File: src/rtl/ofdm_symbol_framer_if.sv
// Stream bundle between the IFFT-side source, the framer and the
// cyclic prefix inserter. The s_axis_* group feeds the framer and the
// m_axis_* group leaves it.
//
// Handshake: a beat transfers on a rising edge where tvalid and tready
// are both 1. A source holds tdata/tlast/tuser steady while tvalid is 1
// and tready is 0, and does not drop tvalid until the beat transfers.
interface ofdm_symbol_framer_if #(
    parameter int DATA_WIDTH = 32
);
    logic [DATA_WIDTH-1:0] s_axis_tdata;
    logic                  s_axis_tvalid;
    logic                  s_axis_tready;
    logic                  s_axis_tlast;

    logic [DATA_WIDTH-1:0] m_axis_tdata;
    logic                  m_axis_tvalid;
    logic                  m_axis_tready;
    logic                  m_axis_tlast;
    logic                  m_axis_tuser;

    // Framer view: consumes the input stream, produces the framed stream.
    modport slave (
        input  s_axis_tdata, s_axis_tvalid, s_axis_tlast, m_axis_tready,
        output s_axis_tready, m_axis_tdata, m_axis_tvalid, m_axis_tlast, m_axis_tuser
    );

    // Environment view: drives input samples and accepts framed output.
    modport master (
        output s_axis_tdata, s_axis_tvalid, s_axis_tlast, m_axis_tready,
        input  s_axis_tready, m_axis_tdata, m_axis_tvalid, m_axis_tlast, m_axis_tuser
    );
endinterface

File: src/rtl/ofdm_symbol_framer.sv
// Fixed-length OFDM symbol framer. Cuts the IFFT sample stream into
// symbols of 2^n samples, marks first (tuser) and last (tlast) samples,
// and zero-pads any symbol that upstream ends early. Output goes through
// a 2-entry skid buffer so s_axis_tready can be a plain register.
module ofdm_symbol_framer #(
    parameter int DATA_WIDTH   = 32,
    parameter int MAX_LOG2_LEN = 11,
    parameter int MIN_LOG2_LEN = 3,
    parameter int CNT_WIDTH    = 16
) (
    input  logic                 ACLK,
    input  logic                 ARESET,
    input  logic [3:0]           cfg_log2_len,
    ofdm_symbol_framer_if.slave  axis,
    output logic [CNT_WIDTH-1:0] sym_count,
    output logic                 pad_event,
    output logic                 fsmState
);
    localparam int IDX_W = MAX_LOG2_LEN + 1;

    typedef enum logic {
        ST_RUN = 1'b0,
        ST_PAD = 1'b1
    } state_t;

    typedef struct packed {
        logic                  user;
        logic                  last;
        logic [DATA_WIDTH-1:0] data;
    } entry_t;

    state_t               state, stateNext;
    logic [IDX_W-1:0]     idx, idxNext;
    logic [IDX_W-1:0]     lastIdx, lastIdxNext;
    logic [IDX_W-1:0]     effLast, cfgLast;
    logic [3:0]           cfgClamped;
    logic [CNT_WIDTH-1:0] symCountNext;
    logic                 padEventNext;

    entry_t               ent0, ent1, ent0Next, ent1Next, pushEntry;
    logic [1:0]           occ, occNext;
    logic                 push, pop;
    logic                 readyReg, readyNext;

    // Clamp the requested exponent and turn it into a last index 2^n - 1.
    always_comb begin
        if (cfg_log2_len < 4'(MIN_LOG2_LEN)) begin
            cfgClamped = 4'(MIN_LOG2_LEN);
        end else if (cfg_log2_len > 4'(MAX_LOG2_LEN)) begin
            cfgClamped = 4'(MAX_LOG2_LEN);
        end else begin
            cfgClamped = cfg_log2_len;
        end
        cfgLast = (IDX_W'(1) << cfgClamped) - IDX_W'(1);
    end

    // FSM state register.
    always_ff @(posedge ACLK or posedge ARESET) begin
        if (ARESET) begin
            state <= ST_RUN;
        end else begin
            state <= stateNext;
        end
    end

    // Next state, symbol bookkeeping and the entry written into the skid buffer.
    always_comb begin
        stateNext    = state;
        idxNext      = idx;
        lastIdxNext  = lastIdx;
        symCountNext = sym_count;
        padEventNext = 1'b0;
        push         = 1'b0;
        pushEntry    = '0;
        // The first sample of a symbol uses the freshly sampled length so
        // a config change lands exactly on a symbol boundary.
        effLast      = (idx == '0) ? cfgLast : lastIdx;
        case (state)
            ST_RUN: begin
                if (axis.s_axis_tvalid && readyReg) begin
                    push           = 1'b1;
                    pushEntry.user = (idx == '0);
                    pushEntry.last = (idx == effLast);
                    pushEntry.data = axis.s_axis_tdata;
                    lastIdxNext    = effLast;
                    if (idx == effLast) begin
                        idxNext      = '0;
                        symCountNext = sym_count + 1'b1;
                    end else begin
                        idxNext = idx + 1'b1;
                        // Early end from upstream: fill the rest with zeros.
                        if (axis.s_axis_tlast) begin
                            stateNext    = ST_PAD;
                            padEventNext = 1'b1;
                        end
                    end
                end
            end
            ST_PAD: begin
                if (occ != 2'd2) begin
                    push           = 1'b1;
                    pushEntry.last = (idx == lastIdx);
                    if (idx == lastIdx) begin
                        idxNext      = '0;
                        symCountNext = sym_count + 1'b1;
                        stateNext    = ST_RUN;
                    end else begin
                        idxNext = idx + 1'b1;
                    end
                end
            end
            default: stateNext = ST_RUN;
        endcase
    end

    // Skid buffer update: ent0 is always the head; push/pop together keep order.
    always_comb begin
        pop      = (occ != 2'd0) && axis.m_axis_tready;
        ent0Next = ent0;
        ent1Next = ent1;
        occNext  = occ;
        case ({push, pop})
            2'b10: begin
                if (occ == 2'd0) begin
                    ent0Next = pushEntry;
                end else begin
                    ent1Next = pushEntry;
                end
                occNext = occ + 2'd1;
            end
            2'b01: begin
                ent0Next = ent1;
                occNext  = occ - 2'd1;
            end
            2'b11: begin
                if (occ == 2'd1) begin
                    ent0Next = pushEntry;
                end else begin
                    ent0Next = ent1;
                    ent1Next = pushEntry;
                end
            end
            default: ;
        endcase
        // Ready for the next cycle is known exactly from next occupancy.
        readyNext = (stateNext == ST_RUN) && (occNext != 2'd2);
    end

    // Datapath registers; reset drops any partial symbol and buffered data.
    always_ff @(posedge ACLK or posedge ARESET) begin
        if (ARESET) begin
            idx       <= '0;
            lastIdx   <= '0;
            sym_count <= '0;
            pad_event <= 1'b0;
            ent0      <= '0;
            ent1      <= '0;
            occ       <= 2'd0;
            readyReg  <= 1'b0;
        end else begin
            idx       <= idxNext;
            lastIdx   <= lastIdxNext;
            sym_count <= symCountNext;
            pad_event <= padEventNext;
            ent0      <= ent0Next;
            ent1      <= ent1Next;
            occ       <= occNext;
            readyReg  <= readyNext;
        end
    end

    assign axis.s_axis_tready = readyReg;
    assign axis.m_axis_tvalid = (occ != 2'd0);
    assign axis.m_axis_tdata  = ent0.data;
    assign axis.m_axis_tlast  = ent0.last;
    assign axis.m_axis_tuser  = ent0.user;
    assign fsmState           = state;
endmodule

File: src/flat_wrapper.sv
// flat-port wrapper written by rule: the top's interface ports become plain ports
module ofdm_symbol_framer_flat 
#(
    parameter int DATA_WIDTH   = 32,
    parameter int MAX_LOG2_LEN = 11,
    parameter int MIN_LOG2_LEN = 3,
    parameter int CNT_WIDTH    = 16
)
  (ACLK, ARESET, cfg_log2_len, sym_count, pad_event, fsmState, axis_s_axis_tdata, axis_s_axis_tvalid, axis_s_axis_tlast, axis_m_axis_tready, axis_s_axis_tready, axis_m_axis_tdata, axis_m_axis_tvalid, axis_m_axis_tlast, axis_m_axis_tuser);
  ofdm_symbol_framer_if #(.DATA_WIDTH(DATA_WIDTH)) axis_i ();
  input  logic ACLK;
  input  logic ARESET;
  input  logic [3:0] cfg_log2_len;
  output logic [CNT_WIDTH-1:0] sym_count;
  output logic pad_event;
  output logic fsmState;
  input wire logic [$bits(axis_i.s_axis_tdata)-1:0] axis_s_axis_tdata;
  input wire logic [$bits(axis_i.s_axis_tvalid)-1:0] axis_s_axis_tvalid;
  input wire logic [$bits(axis_i.s_axis_tlast)-1:0] axis_s_axis_tlast;
  input wire logic [$bits(axis_i.m_axis_tready)-1:0] axis_m_axis_tready;
  output wire logic [$bits(axis_i.s_axis_tready)-1:0] axis_s_axis_tready;
  output wire logic [$bits(axis_i.m_axis_tdata)-1:0] axis_m_axis_tdata;
  output wire logic [$bits(axis_i.m_axis_tvalid)-1:0] axis_m_axis_tvalid;
  output wire logic [$bits(axis_i.m_axis_tlast)-1:0] axis_m_axis_tlast;
  output wire logic [$bits(axis_i.m_axis_tuser)-1:0] axis_m_axis_tuser;
  assign axis_i.s_axis_tdata = axis_s_axis_tdata;
  assign axis_i.s_axis_tvalid = axis_s_axis_tvalid;
  assign axis_i.s_axis_tlast = axis_s_axis_tlast;
  assign axis_i.m_axis_tready = axis_m_axis_tready;
  assign axis_s_axis_tready = axis_i.s_axis_tready;
  assign axis_m_axis_tdata = axis_i.m_axis_tdata;
  assign axis_m_axis_tvalid = axis_i.m_axis_tvalid;
  assign axis_m_axis_tlast = axis_i.m_axis_tlast;
  assign axis_m_axis_tuser = axis_i.m_axis_tuser;
  ofdm_symbol_framer #(.DATA_WIDTH(DATA_WIDTH), .MAX_LOG2_LEN(MAX_LOG2_LEN), .MIN_LOG2_LEN(MIN_LOG2_LEN), .CNT_WIDTH(CNT_WIDTH)) u_core (.ACLK(ACLK), .ARESET(ARESET), .cfg_log2_len(cfg_log2_len), .axis(axis_i), .sym_count(sym_count), .pad_event(pad_event), .fsmState(fsmState));
endmodule
File: config.mk
export PLATFORM = sky130hd
export DESIGN_NAME = ofdm_symbol_framer_flat
export DESIGN_NICKNAME = d
export VERILOG_FILES = /design/src/rtl/ofdm_symbol_framer_if.sv /design/src/rtl/ofdm_symbol_framer.sv /design/src/flat_wrapper.sv
export SDC_FILE = /design/constraint.sdc
export NUM_CORES = 1
export LEC_CHECK = 0
export ABC_CLOCK_PERIOD_IN_PS = 5400
export CAP_MARGIN = 15
export CELL_PAD_IN_SITES_DETAIL_PLACEMENT = 1
export CELL_PAD_IN_SITES_GLOBAL_PLACEMENT = 2
export CORE_UTILIZATION = 33
export DETAILED_ROUTE_END_ITERATION = 10
export GPL_TIMING_DRIVEN = 0
export PLACE_DENSITY = 0.9
export SETUP_SLACK_MARGIN = 0.4
export SLEW_MARGIN = 25
export SYNTH_ARGS = -nofsm -noshare
export SYNTH_HDL_FRONTEND = slang
export SYNTH_SLANG_ARGS = --single-unit
File: constraint.sdc
create_clock -name ACLK -period 5.4 [get_ports ACLK]
set_clock_uncertainty 0.2 [all_clocks]
set_input_delay 1.08 -clock ACLK [delete_from_list [all_inputs] [get_ports ACLK]]
set_output_delay 1.08 -clock ACLK [all_outputs]
set_load 0.02 [all_outputs]
==> flow_metrics.tcl <==
set metrics [dict create \
    antenna_found_initial 0 \
    ys_seq_area_share_pct 52.21 \
    initial_utilization_pct 33.97 \
    grtUsageTotal_pct 21.01 \
    final_common_cell "nand2_1" \
    hold_buffers 0 \
    ir_drop_v 0.0002707 \
    synth.area.top_cells "dfrtp_1 52%, nand2_1 8.8%, o21ai_0 7.2%" \
    wirelength_mm 16.52 \
    top_layer_used "met4" \
    crit_top_cell "clkbuf_1" \
    clk_pin_slew_worst_paths_ns 0.05 \
    synth_area_leader_cell "dfrtp_1" \
    cp_cell_sequence "clkdlybuf4s50_1, nand2_1, or2_2, nand2b_1, clkbuf_1, ha_1, nand2_1, o211ai_1, clkbuf_1, clkbuf_1, o21ai_0" \
    cts_buffers 17 \
    synth_edf_count 0 \
    hp-class "reg2reg" \
    met2RoutedLength_mm 8.295 \
    die_x_um 130.1 \
    antenna_cells 0 \
    dr.pass1.iters 4 \
    avgRoutedWirePerCell_um 17.98 \
    dieArea_sq_um 16930 \
    fill_cells 1821 \
    min_period_ns 3.964 \
    worstPathRequired_ns 5.46 \
    endpoint_kind "flop" \
    synthDistinctLibCells 51 \
    slew_headroom_pct 53.55 \
    wl_met1_mm 7.352 \
    p_total_mw 3.091 \
    grt_max_degree 76 \
    worstSkewPairLatency_ns 0.42 \
    status "complete, no violations" \
    area_delta_synth_final_pct 33.40 \
    gp_congestion 0.9059 \
    power.density_nw_per_um2 427.8 \
    finalHoldViolations 0 \
    die_y_um 130.1 \
    vias 4850 \
    worst_pin_slew_ns 0.6944 \
    ys_ff_latch 113 \
    path_max_fanout 10 \
    rsz0062_at_grt "false" \
    grt_first_pass_wirelength_mm 27.18 \
    vias_per_cell 5.277 \
    multi_input_area_sq_um 2365 \
    cts.htree.levels 4 \
    cap_violations 0 \
    placed_cells 888 \
    core-area_sq_um 15940 \
    cp_slowest_cell "clkdlybuf4s50_1" \
    setup_viol 0 \
    clk_root_buffer_cell "clkbuf_16" \
    utilization_pct 45.32 \
    antenna_left 0 \
    syn_avg_cell_area_sq_um 9.387 \
    cts-resized-gates 0 \
    synth_flop_cell "dfrtp_1" \
    drive_above_1_share_pct 6.401 \
    drc 0 \
    gr-total-overflow 0 \
    leakagePower_nw 2.984 \
    regArea_sq_um 2828 \
    instances_no_fill 919 \
    slew_violations 0 \
    start_kind "primary input" \
    ys_warn_count 0 \
    cts_buffer_depth 2 \
    synthArstFlopShare_pct 100.0 \
    drt_iter0_drc 239 \
    critPathArrivalTime_ns 4.02 \
    nNetsFinal 742 \
    cts_setup_buffers 0 \
    period_share_pct 73.41 \
    place_hpwl_mm 11.82 \
    synth_top_area_share_pct 52.21 \
    clock.fmax_mhz 252.3 \
    grt_pass1_vias 5230 \
    fin_ws_ns 1.436 \
    criticalPathCategory "in2reg" \
    syn_area_sq_um 5416 \
    clock-sinks 113 \
    tritoncts "done" \
    cp_slowest_stage_delay_ns 0.46 \
    layout_common_cells "127 x nand2_1, 113 x dfrtp_1, 93 x clkdlybuf4s50_1" \
    pre_cts_ws_ns 1.034 \
    ios 95 \
    fp-row-count 46 \
    port_buffers 93 \
    synthCells 577 \
    wl_met3_um 697 \
]
-- stage by stage --
stage | setup TNS [ns] | hold slack, ns | cell area, sq um
after detailed placement | 0 | 0.2707 | 6654
after global placement | -68.35 | 0.2626 | 6621
after global routing | 0 | 0.3036 | 7226
after CTS | 0 | 0.2828 | 7226
final | 0 | 0.2736 | 7226
after floorplan | 0 | 0.2505 | 5420
-- state kept, by name (all words and copies together) (netlist names) --
name                       cells
u_core.ent1                   34
u_core.axis.m_axis_tdata      32
u_core.sym_count              16
u_core.idx                    12
u_core.lastIdx                12
u_core.occ                     2
u_core.axis.m_axis_tlast       1
u_core.axis.m_axis_tuser       1
u_core.axis.s_axis_tready      1
u_core.fsmState                1
u_core.pad_event               1
-- final timing paths --
kind	from	endpoint	slack, ns	cells after the start
setup / recovery	axis_s_axis_tvalid	u_core.ent1[22]	1.44	11
hold / removal	u_core.axis.m_axis_tdata[27]	u_core.axis.m_axis_tdata[27]	0.27	2
setup reg to reg	u_core.idx[0]	u_core.sym_count[15]	1.47	12
hold reg to reg	u_core.axis.m_axis_tdata[27]	u_core.axis.m_axis_tdata[27]	0.27	2
max in group asynchronous	ARESET	u_core.sym_count[11]	3.44	3
min in group asynchronous	ARESET	u_core.axis.m_axis_tdata[27]	0.85	2
-- routing by layer --
metal	up-vias	GRT usage [%]
met3	17	4.223
met1	2448	27.06
li1	2263	-
met5	-	0
met2	122	34.79
met4	0	8.003
-- worst max-delay path, delay by kind of cell --
family	cells	cell delay [ns]
adders and majority gates	1	0.27
and+or+nand+nor	4	0.55
buffers and inverters	4	1.72
AOI/OAI and AO/OA	2	0.38
-- kinds of logic (layout without fill, tap and decap cells) --
family | count (synthesis) | count (layout) | share of synthesized area, %
fa+ha+maj | 10 | 10 | 2.310
mux | 4 | 4 | 0.8085
flops | 113 | 113 | 52.21
xor+xnor | 25 | 25 | 4.043
other cells | 1 | 2 | 0.06923
simple gates | 209 | 209 | 17.72
buf+inv | 57 | 182 | 4.204
compound gates | 158 | 158 | 18.64
-- synth_stat cells, drive strengths merged, types with 2 or more instances --
library cell  instances
o21ai                79
or4                   4
a32oi                32
ha                   10
nand2b                8
inv                  23
and2                  5
o22ai                 4
nor3                  4
nor4                  4
and3                  5
nand4                 9
or3                   3
o211ai                2
clkbuf               27
nor2                 19
nor4b                 2
a22oi                 2
dfrtp               113
nand3                11
mux2                  3
or3b                  2
a31oi                 3
o221ai                2
a211oi                4
a211o                 2
xor2                  4
buf                   7
o41ai                 2
a21oi                20
xnor2                21
nand2               127
nor2b                 4
-- report_power, final --
group | internal [mW] | switching, mW | total (mW)
logic | 0.290 | 0.676 | 0.966
clock network | 0.697 | 0.398 | 1.10
registers | 0.941 | 0.0892 | 1.03
-- cell type report --
| cell class | count | area share (%) |
|---|---|---|
| Inverter | 23 | 1.264 |
| Sequential cell | 113 | 39.13 |
| Clock buffer | 21 | 6.372 |
| Timing Repair Buffer | 94 | 13.26 |
| Multi-Input combinational cell | 408 | 32.73 |
| Tap cell | 216 | 3.740 |
| Buffer | 34 | 1.957 |
| Clock inverter | 10 | 1.541 |
No activity file was read; power rests on OpenSTA's default activity.
